==> src/rtl/mem_access_unit_if.sv <==
// Data-memory request/acknowledge bus between the load/store unit (master)
// and the memory or bus fabric (slave).
interface mem_access_unit_if;
  logic        mem_req;
  logic        mem_we;
  logic [31:0] mem_addr;
  logic [31:0] mem_wdata;
  logic [3:0]  mem_be;
  logic [31:0] mem_rdata;
  logic        mem_ack;

  modport master (
    output mem_req, mem_we, mem_addr, mem_wdata, mem_be,
    input  mem_rdata, mem_ack
  );

  modport slave (
    input  mem_req, mem_we, mem_addr, mem_wdata, mem_be,
    output mem_rdata, mem_ack
  );
endinterface

==> src/rtl/mem_access_unit.sv <==
// Memory-stage load/store unit: word/byte accesses over a req/ack bus with lane
// steering, pipeline stall and bus timeout. Optional macro: MEM_ALIGN_CHECK_EN.
module mem_access_unit #(
  parameter int unsigned MAX_WAIT     = 16,
  parameter logic [31:0] TIMEOUT_DATA = 32'hDEADBEEF
) (
  input  logic                      clk,
  input  logic                      reset,
  input  logic                      MemtoRegM,
  input  logic                      MemWriteM,
  input  logic                      ByteM,
  input  logic [31:0]               ALUResultM,
  input  logic [31:0]               WriteDataM,
  output logic [31:0]               ReadDataM,
  output logic                      StallMem,
  output logic                      bus_err,
  output logic                      align_fault,
  mem_access_unit_if.master         bus
);

  typedef enum logic [1:0] {IDLE, BUSY, DONE} state_t;

  state_t      state, state_nxt;
  logic [7:0]  wait_cnt;
  logic        is_load;
  logic        is_byte;
  logic [1:0]  lane;
  logic        access;
  logic        misaligned;
  logic        issue, complete, timeout, fault;
  logic [31:0] load_data;

  assign access = MemtoRegM | MemWriteM;

`ifdef MEM_ALIGN_CHECK_EN
  assign misaligned = ~ByteM & (ALUResultM[1:0] != 2'b00);
`else
  assign misaligned = 1'b0;
`endif

  // NOTE: every output of this block gets a default first, so no path can infer a latch.
  always_comb begin
    state_nxt = state;
    StallMem  = 1'b0;
    issue     = 1'b0;
    complete  = 1'b0;
    timeout   = 1'b0;
    fault     = 1'b0;
    case (state)
      IDLE: begin
        if (access) begin
          StallMem  = 1'b1;
          issue     = ~misaligned;
          fault     = misaligned;
          state_nxt = misaligned ? DONE : BUSY;
        end
      end
      BUSY: begin
        StallMem = 1'b1;
        if (bus.mem_ack) begin
          complete  = 1'b1;
          state_nxt = DONE;
        end else if (wait_cnt == 8'(MAX_WAIT - 1)) begin
          timeout   = 1'b1;
          state_nxt = DONE;
        end
      end
      DONE:    state_nxt = IDLE;
      default: state_nxt = IDLE;
    endcase
  end

  // Byte loads return the addressed lane zero-extended.
  always_comb begin
    load_data = bus.mem_rdata;
    if (is_byte) load_data = {24'h0, bus.mem_rdata[{lane, 3'b000} +: 8]};
  end

  // NOTE: state registers use non-blocking assignments so every flop samples pre-edge values.
  always_ff @(posedge clk) begin
    if (reset) begin
      state         <= IDLE;
      wait_cnt      <= 8'h0;
      is_load       <= 1'b0;
      is_byte       <= 1'b0;
      lane          <= 2'b00;
      bus.mem_req   <= 1'b0;
      bus.mem_we    <= 1'b0;
      bus.mem_addr  <= 32'h0;
      bus.mem_wdata <= 32'h0;
      bus.mem_be    <= 4'h0;
      ReadDataM     <= 32'h0;
      bus_err       <= 1'b0;
    end else begin
      state   <= state_nxt;
      bus_err <= timeout;

      if (issue) begin
        bus.mem_req   <= 1'b1;
        bus.mem_we    <= MemWriteM;
        bus.mem_addr  <= {ALUResultM[31:2], 2'b00};
        bus.mem_be    <= ByteM ? (4'b0001 << ALUResultM[1:0]) : 4'hF;
        bus.mem_wdata <= ByteM ? {4{WriteDataM[7:0]}} : WriteDataM;
        is_load       <= ~MemWriteM;
        is_byte       <= ByteM;
        lane          <= ALUResultM[1:0];
        wait_cnt      <= 8'h0;
      end else if (state == BUSY) begin
        wait_cnt <= wait_cnt + 8'h1;
      end

      if (complete || timeout) bus.mem_req <= 1'b0;

      // A store sharing the cycle with a load flag never touches ReadDataM.
      if (complete && is_load) ReadDataM <= load_data;
      if (timeout && is_load)  ReadDataM <= TIMEOUT_DATA;
      if (fault && !MemWriteM) ReadDataM <= 32'h0;
    end
  end

`ifdef MEM_ALIGN_CHECK_EN
  always_ff @(posedge clk) begin
    if (reset) align_fault <= 1'b0;
    else       align_fault <= fault;
  end
`else
  assign align_fault = 1'b0;
`endif

endmodule

==> src/flat_wrapper.sv <==
// flat-port wrapper written by rule: the top's interface ports become plain ports
module mem_access_unit_flat 
#(
  parameter int unsigned MAX_WAIT     = 16,
  parameter logic [31:0] TIMEOUT_DATA = 32'hDEADBEEF
)
  (clk, reset, MemtoRegM, MemWriteM, ByteM, ALUResultM, WriteDataM, ReadDataM, StallMem, bus_err, align_fault, bus_mem_req, bus_mem_we, bus_mem_addr, bus_mem_wdata, bus_mem_be, bus_mem_rdata, bus_mem_ack);
  mem_access_unit_if bus_i ();
  input  logic clk;
  input  logic reset;
  input  logic MemtoRegM;
  input  logic MemWriteM;
  input  logic ByteM;
  input  logic [31:0] ALUResultM;
  input  logic [31:0] WriteDataM;
  output logic [31:0] ReadDataM;
  output logic StallMem;
  output logic bus_err;
  output logic align_fault;
  output wire logic [$bits(bus_i.mem_req)-1:0] bus_mem_req;
  output wire logic [$bits(bus_i.mem_we)-1:0] bus_mem_we;
  output wire logic [$bits(bus_i.mem_addr)-1:0] bus_mem_addr;
  output wire logic [$bits(bus_i.mem_wdata)-1:0] bus_mem_wdata;
  output wire logic [$bits(bus_i.mem_be)-1:0] bus_mem_be;
  input wire logic [$bits(bus_i.mem_rdata)-1:0] bus_mem_rdata;
  input wire logic [$bits(bus_i.mem_ack)-1:0] bus_mem_ack;
  assign bus_mem_req = bus_i.mem_req;
  assign bus_mem_we = bus_i.mem_we;
  assign bus_mem_addr = bus_i.mem_addr;
  assign bus_mem_wdata = bus_i.mem_wdata;
  assign bus_mem_be = bus_i.mem_be;
  assign bus_i.mem_rdata = bus_mem_rdata;
  assign bus_i.mem_ack = bus_mem_ack;
  mem_access_unit #(.MAX_WAIT(MAX_WAIT), .TIMEOUT_DATA(TIMEOUT_DATA)) u_core (.clk(clk), .reset(reset), .MemtoRegM(MemtoRegM), .MemWriteM(MemWriteM), .ByteM(ByteM), .ALUResultM(ALUResultM), .WriteDataM(WriteDataM), .ReadDataM(ReadDataM), .StallMem(StallMem), .bus_err(bus_err), .align_fault(align_fault), .bus(bus_i));
endmodule
==> config.mk <==
export PLATFORM = sky130hd
export DESIGN_NAME = mem_access_unit_flat
export DESIGN_NICKNAME = d
export VERILOG_FILES = /design/src/rtl/mem_access_unit_if.sv /design/src/rtl/mem_access_unit.sv /design/src/flat_wrapper.sv
export SDC_FILE = /design/constraint.sdc
export NUM_CORES = 1
export LEC_CHECK = 0
export BUFFER_PORTS_ARGS = -buffer_cell sky130_fd_sc_hd__buf_4
export CORE_MARGIN = 2
export CORE_UTILIZATION = 33
export DETAILED_ROUTE_END_ITERATION = 8
export PLACE_DENSITY = 0.69
export SYNTH_ARGS = -nofsm -noshare
export SYNTH_HDL_FRONTEND = slang
export SYNTH_SLANG_ARGS = --single-unit
==> constraint.sdc <==
create_clock -name clk -period 1.54 [get_ports clk]
set_input_delay 0.308 -clock clk [delete_from_list [all_inputs] [get_ports clk]]
set_output_delay 0.308 -clock clk [all_outputs]
set_load 0.005 [all_outputs]
==> run summary, run 1 <==
Status = finished, final reports clean
Area growth syn-to-layout = 50.5%
Initial antenna violation count = 0
H-tree depth = 4
DRT iter0 DRCs = 214
Maximum clock frequency = 0.704 GHz
Root buffer cell = clkbuf_16
Synth unique cells = 37
Postcts setup bufs = 0
Fraction of layout cells with a size suffix above 1 = 0.343
NetSw = 2110 uW
Fin. max-slew vios = 0
Cell Area, Placed = 0.00654 mm2
CTS tree = done
Synth area leader = dfxtp_1
Syn Inst Count = 557
Async SR Flop Fraction = 0
Min-delay src = bus_mem_ack
Sink Count = 115
CTS max path bufs = 2
CTS buffer count = 17
WL per Instance = 15.2 um
Post-route cell area = 0.00713 mm2
Hold-fix buffers, CTS = 0
Xor-xnor portion of the synthesized cell area = 0.0129
Remaining antenna violation count = 0
Vias = 4629
Top Ports = 207
Drt pass-1 iters = 4
DP Cell Count = 915
Post-synthesis sequential area ratio = 0.486
Tmin final = 1.42 ns
Logic pwr share = 0.157
Critical path data arrival time = 1.76 ns
Die width = 124 um
Cell Area, Synth = 0.00474 mm2
Ant diodes = 0
Clock Latency Late Sink = 0.41 ns
Synth cell count leaders = dfxtp_1, nand2_1, a21oi_1
Global Route Usage Sum = 0.193
Die Area = 0.0153 mm2
Hold Path Class = primary input to flip-flop
Adder-cell share of the synthesized area = 0.00264
Layout Cells excl Fill = 947
Crit. Startpoint = u_core.wait_cnt[0]$_SDFFE_PP0N_
Fin nets = 857
Req. time, crit path = 1.88 ns
Peak VDD IR = 0.000889 V
CP startpoint kind = flip-flop
Clock Skews = 0.00680 ns
First-pass GRT wire length = 22.6 mm
Seq pwr share = 0.390
Max-cap violations = 0
WL final = 14.4 mm
Number of global-route vias before repair = 4518
WS Path Type = flip-flop to flip-flop
Largest family of logic cells by synthesized area = compound AO/OA/AOI/OAI gates
Synthesized area per cell = 8.51 um2
Pin count of the biggest net entering global routing = 44
Die Ht = 124 um
Most common cell in the netlist = dfxtp_1
Post-route DRC = 0
Synth Area in Compound Gates = 0.199
CTS clock-pin slew for the worst setup and hold paths = 0.05 ns
Total Power = 8490 uW
Reg-to-Reg Start = u_core.wait_cnt[0]$_SDFFE_PP0N_
Static leakage = 0.00316 uW
Ys flop type = dfxtp_1
Register bit total from synthesis = 115
GRT overflow = 0
Rows = 43
Pwr dens = 1190 mW/mm2
Clock share of power = 0.453
Syn. warnings = 0
Max FO, Critical Path = 14
Core ar. = 0.0139 mm2
RSZ-0062 raised after global routing = false
Internal = 6380 uW
Part of the cycle the worst path needs = 0.922
Critical Path End Type = flip-flop
Initial core utilization = 0.340
GPL Wtd Cong = 0.844
Fin. Hold Viols = 0
Post-DP HPWL = 10.3 mm
Final setup vio count = 0
Setup TNS = 0 ns
Synth top area cells = dfxtp_1, a21oi_1, nand2_1, mux2i_1, a211oi_1
PortBufs = 203
Yosys top cell area share = 0.486
Net switching fraction of the power = 0.248
Post-synthesis mux area share = 0.0697
Via density = 4.89
Simple logic cell fraction of the synthesized area = 0.172
Fin Hold WS = 0.116 ns
Post-synth EDFFs = 0
==> final cells by class <==
class | instances | area [um2]
Clock buffer | 23 | 478
Fill cell | 1370 | 6800
Multi-Input combinational cell | 385 | 2180
Sequential cell | 115 | 2300
Timing Repair Buffer | 228 | 1810
Tap cell | 180 | 225
Clock inverter | 9 | 104
Inverter | 7 | 26.3
==> worst paths after layout <==
check                                          to  slack, ns  depth (start not counted)
max             u_core.ReadDataM[26]$_SDFFE_PP0P_       0.12                          5
min                     u_core.bus_err$_SDFF_PP0_       0.12                          2
max reg2reg     u_core.ReadDataM[26]$_SDFFE_PP0P_       0.12                          5
min reg2reg  u_core.bus.mem_wdata[2]$_SDFFE_PP0P_       0.45                          2
==> state kept, by name, indices dropped and copies added, names as in the netlist, 2 cells and up <==
signal,flops
u_core.ReadDataM,32
u_core.state,2
u_core.wait_cnt,8
u_core.bus.mem_be,4
u_core.bus.mem_wdata,32
u_core.bus.mem_addr,30
u_core.lane,2
==> power by group through the flow <==
stage | clock network, uW | logic, uW | registers [uW]
2_1_floorplan | 0 | 592 | 3370
3_3_place_gp | 0 | 1340 | 3360
4_1_cts | 3940 | 1350 | 3310
3_5_place_dp | 0 | 1340 | 3370
5_1_grt | 4090 | 1470 | 3330
6_report | 3850 | 1330 | 3310
==> timing repair <==
item                                    in CTS  in global routing
hold endpoints to repair                     0                  0
gates resized for setup                      0                  3
endpoints found under the setup margin       0                  8
==> metrics by stage <==
stage               utilization  setup WS (ns)
floorplan                     -         0.0703
CTS                       0.511         0.0398
global route              0.512         0.0304
finish                    0.512          0.120
global placement          0.470          0.135
detailed placement        0.470         0.0568
==> cells by family (layout without fill, tap and decap cells) <==
logic type,Yosys count,after routing
compound gates,154,154
mux,33,33
xor+xnor,7,7
other cells,1,3
buf+inv,59,267
simple gates,187,187
flops,115,115
fa+ha+maj,1,1
==> critical path: stages (launching register included) <==
cell and delay [ns]:
dfxtp_1 0.36, ha_1 0.17, and4bb_2 0.23, nand4_1 0.18, buf_4 0.26, a21oi_1 0.15
==> placed cells by master, fill, tap and decap left out, types with 4 or more instances in the layout <==
cell       Yosys  layout
o21bai_1      14      14
xor2_1         6       6
inv_1          7       7
a32oi_1        5       5
a211oi_1      25      25
clkinv_2       0       4
nand2_1       95      95
mux2i_1       33      33
dfxtp_1      115     114
o211ai_1       7       7
nor2_1        47      47
clkbuf_16      0      17
buf_4          5     220
a21oi_1       87      87
a31oi_1        8       8
nor3b_1        6       6
buf_12         0       8
nor3_1        17      15
nand4_1        5       5
==> per-layer routing <==
| metal | routed length, um | global-route usage | vias to the layer above |
|---|---|---|---|
| met4 | 244 | 0.0717 | 0 |
| met2 | 7270 | 0.320 | 134 |
| met3 | 945 | 0.0618 | 17 |
| met1 | 5940 | 0.233 | 2147 |
| li1 | - | - | 2331 |
| met5 | 0 | 0 | - |
Note: power is estimated with default switching activity, not from simulation.
==> run 2, diff against run 1 <==
--- a/config.mk
+++ b/config.mk
@@ -5,6 +5,7 @@
 export SDC_FILE = /design/constraint.sdc
 export NUM_CORES = 1
 export LEC_CHECK = 0
+export ABC_AREA = 1
 export BUFFER_PORTS_ARGS = -buffer_cell sky130_fd_sc_hd__buf_4
 export CORE_MARGIN = 2
 export CORE_UTILIZATION = 33
==> run summary, run 2 <==
First-pass GRT wire length = 24.0 mm (+6.1%)
Via density = 4.69 (-4.0%)
Min-delay src = ALUResultM[21]
CTS tree = done
Area occupied by multi-input gates = 0.00221 mm2 (+1.1%)
RSZ-0062 raised after global routing = true
Worst slack at placement = 0.156 ns (+0.0991 ns)
Synthesized area per cell = 7.07 um2 (-17%)
PortBufs = 203 (unchanged)
Pin count of the biggest net entering global routing = 51 (+16%)
Most common cell in the netlist = nor2_1
Yosys top cell area share = 0.473 (-0.0130)
Clock Skews = 0.00751 ns (+0.000712 ns)
Commonest non-fill, non-tap cell in the layout = buf_4
Worst reg-to-reg setup slack = 0.07 ns (-0.05 ns)
Initial core utilization = 0.336 (-0.00380)
Max FO, Critical Path = 3 (-11)
Synth cell count leaders = nor2_1, nand2_1, dfxtp_1
GRT overflow = 0 (unchanged)
Fill cell count = 1430 (+4.4%)
Clock Latency Late Sink = 0.41 ns (about the same)
Cell Area, Synth = 0.00487 mm2 (+2.7%)
Critical Path End Type = primary output
Syn. warnings = 0 (unchanged)
Commonest non-fill, non-tap cells in the layout = buf_4, nor2_1, nand2_1
DP Cell Count = 1052 (+15%)
Register bit total from synthesis = 115 (unchanged)
Cell Area, Placed = 0.00659 mm2 (+0.65%)
DRT iter0 DRCs = 355 (+66%)
GPL Wtd Cong = 0.803 (-4.9%)
WS Path Type = flip-flop to primary output
Post-synth EDFFs = 0 (unchanged)
Req. time, crit path = 1.23 ns (-0.65 ns)
Static leakage = 0.00356 uW (+13%)
Rows = 44 (+2.3%)
Die width = 125 um (+1.3%)
Die Area = 0.0157 mm2 (+2.7%)
Max-cap violations = 0 (unchanged)
Post-synthesis sequential area ratio = 0.473 (-0.0130)
Post-route cell area = 0.00732 mm2 (+2.6%)
Status = finished, final reports clean
Async SR Flop Fraction = 0 (unchanged)
WHS Endpoint = u_core.bus.mem_addr[21]$_SDFFE_PP0P_
Synth unique cells = 30 (-19%)
CTS max path bufs = 2 (unchanged)
Pwr dens = 1260 mW/mm2 (+6.0%)
Hold Path Class = primary input to flip-flop
Core ar. = 0.0145 mm2 (+3.9%)
Setup TNS = 0 ns (unchanged)
Final worst setup slack = 0.0165 ns (-0.104 ns)
Maximum clock frequency = 0.656 GHz (-6.8%)
Critical path data arrival time = 1.22 ns (-0.54 ns)
Die Ht = 125 um (+1.3%)
Fin nets = 997 (+16%)
Sink Count = 115 (unchanged)
Part of the cycle the worst path needs = 0.989 (+0.0675)
Fin. Hold Viols = 0 (unchanged)
Largest regs = u_core.ReadDataM: 32 flops, u_core.bus.mem_wdata: 32 flops, u_core.bus.mem_addr: 30 flops
Top Ports = 207 (unchanged)
Synth area leader = dfxtp_1
Global Route Usage Sum = 0.190 (-0.00309)
Peak VDD IR = 0.000758 V (-15%)
Reg2reg path depth = 8 (+3)
Tmin final = 1.52 ns (+0.104 ns)
H-tree depth = 4 (unchanged)
Final setup vio count = 0 (unchanged)
Ys flop type = dfxtp_1
Post-route DRC = 0 (unchanged)
Root buffer cell = clkbuf_16
Crit. Startpoint = u_core.state[1]$_SDFFE_PP0P_
Number of global-route vias before repair = 4806 (+6.4%)
Post-DP HPWL = 10.3 mm (-0.43%)
Initial antenna violation count = 0 (unchanged)
WL final = 15.1 mm (+4.8%)
Storage cell area = 0.00230 mm2 (about the same)
Area growth syn-to-layout = 50.3%
Layout Cells excl Fill = 1091 (+15%)
Synth top area cells = dfxtp_1, nor2_1, o21ai_0, nand2_1, a21oi_1
Fin. max-slew vios = 0 (unchanged)
Fraction of layout cells with a size suffix above 1 = 0.303 (-0.0397)
Syn Inst Count = 689 (+24%)
Remaining antenna violation count = 0 (unchanged)
CTS clock-pin slew for the worst setup and hold paths = 0.06 ns (about the same)
Vias = 5117 (+11%)
WL per Instance = 13.8 um (-9.1%)
Critical R2R Capture = u_core.ReadDataM[29]$_SDFFE_PP0P_
Hold Path Depth = 3 (+1)
CTS buffer count = 17 (unchanged)
Reg-to-Reg Start = u_core.state[0]$_SDFFE_PP0P_
Drt pass-1 iters = 6 (+2)
Ant diodes = 0 (unchanged)
CP startpoint kind = flip-flop
## run 2: power by group
part           internal [uW]  switching [uW]
registers               3230             144
logic                    725             757
clock network           2990            1390
total                   6940            2290
## run 2: what timing repair did
action	4_1_cts	5_1_grt
pin swaps	2	4
hold buffers	0	0
resized for setup	5	4
buffers inserted	5	2
endpoints found under the setup margin	1	8
## run 2: worst max-delay path: stages (launching register included)
cell	delay [ns]
dfxtp_2	0.32
inv_2	0.09
nand2_4	0.06
nor2_4	0.09
inv_2	0.06
nand2_2	0.08
buf_6	0.10
## run 2: logic make-up after synthesis
group                    synth area share
buffers and inverters              0.0797
flip-flops                          0.473
AND/OR/NAND/NOR                     0.261
AO/OA/AOI/OAI                       0.180
other                            0.000770
XOR/XNOR                          0.00360
adder cells (fa/ha/maj)           0.00257
## run 2: metrics by stage
stage          hold slack, ns   util  power, uW
2_1_floorplan           0.443      -       4070
3_3_place_gp            0.469  0.455       4860
3_5_place_dp            0.474  0.455       4870
4_1_cts                0.0975  0.503       9280
5_1_grt                 0.112  0.505       9630
6_report                0.110  0.505       9230
## run 2: worst max-delay path by stage
stage / endpoint / cells after the start
finish: StallMem / 6
global route: StallMem / 6
CTS: StallMem / 6
detailed placement: u_core.bus.mem_wdata[2]$_SDFFE_PP0P_ / 7
global placement: u_core.bus.mem_be[1]$_SDFFE_PP0P_ / 7
floorplan: StallMem / 6
## run 2: cell type report
class,count,area share
clock buffer,22,0.0648
clock inverter,10,0.0243
inverter,48,0.0246
multi-input combinational,486,0.302
sequential,115,0.315
tap,184,0.0315
timing repair buffer,226,0.238
## run 2: per-layer routing
layer / vias up / part of all wire / global-route usage
li1: 2598 / - / -
met5: - / 0 / 0
met2: 180 / 0.45 / 0.299
met4: 0 / 0.016 / 0.0739
met1: 2325 / 0.45 / 0.237
met3: 14 / 0.082 / 0.0697
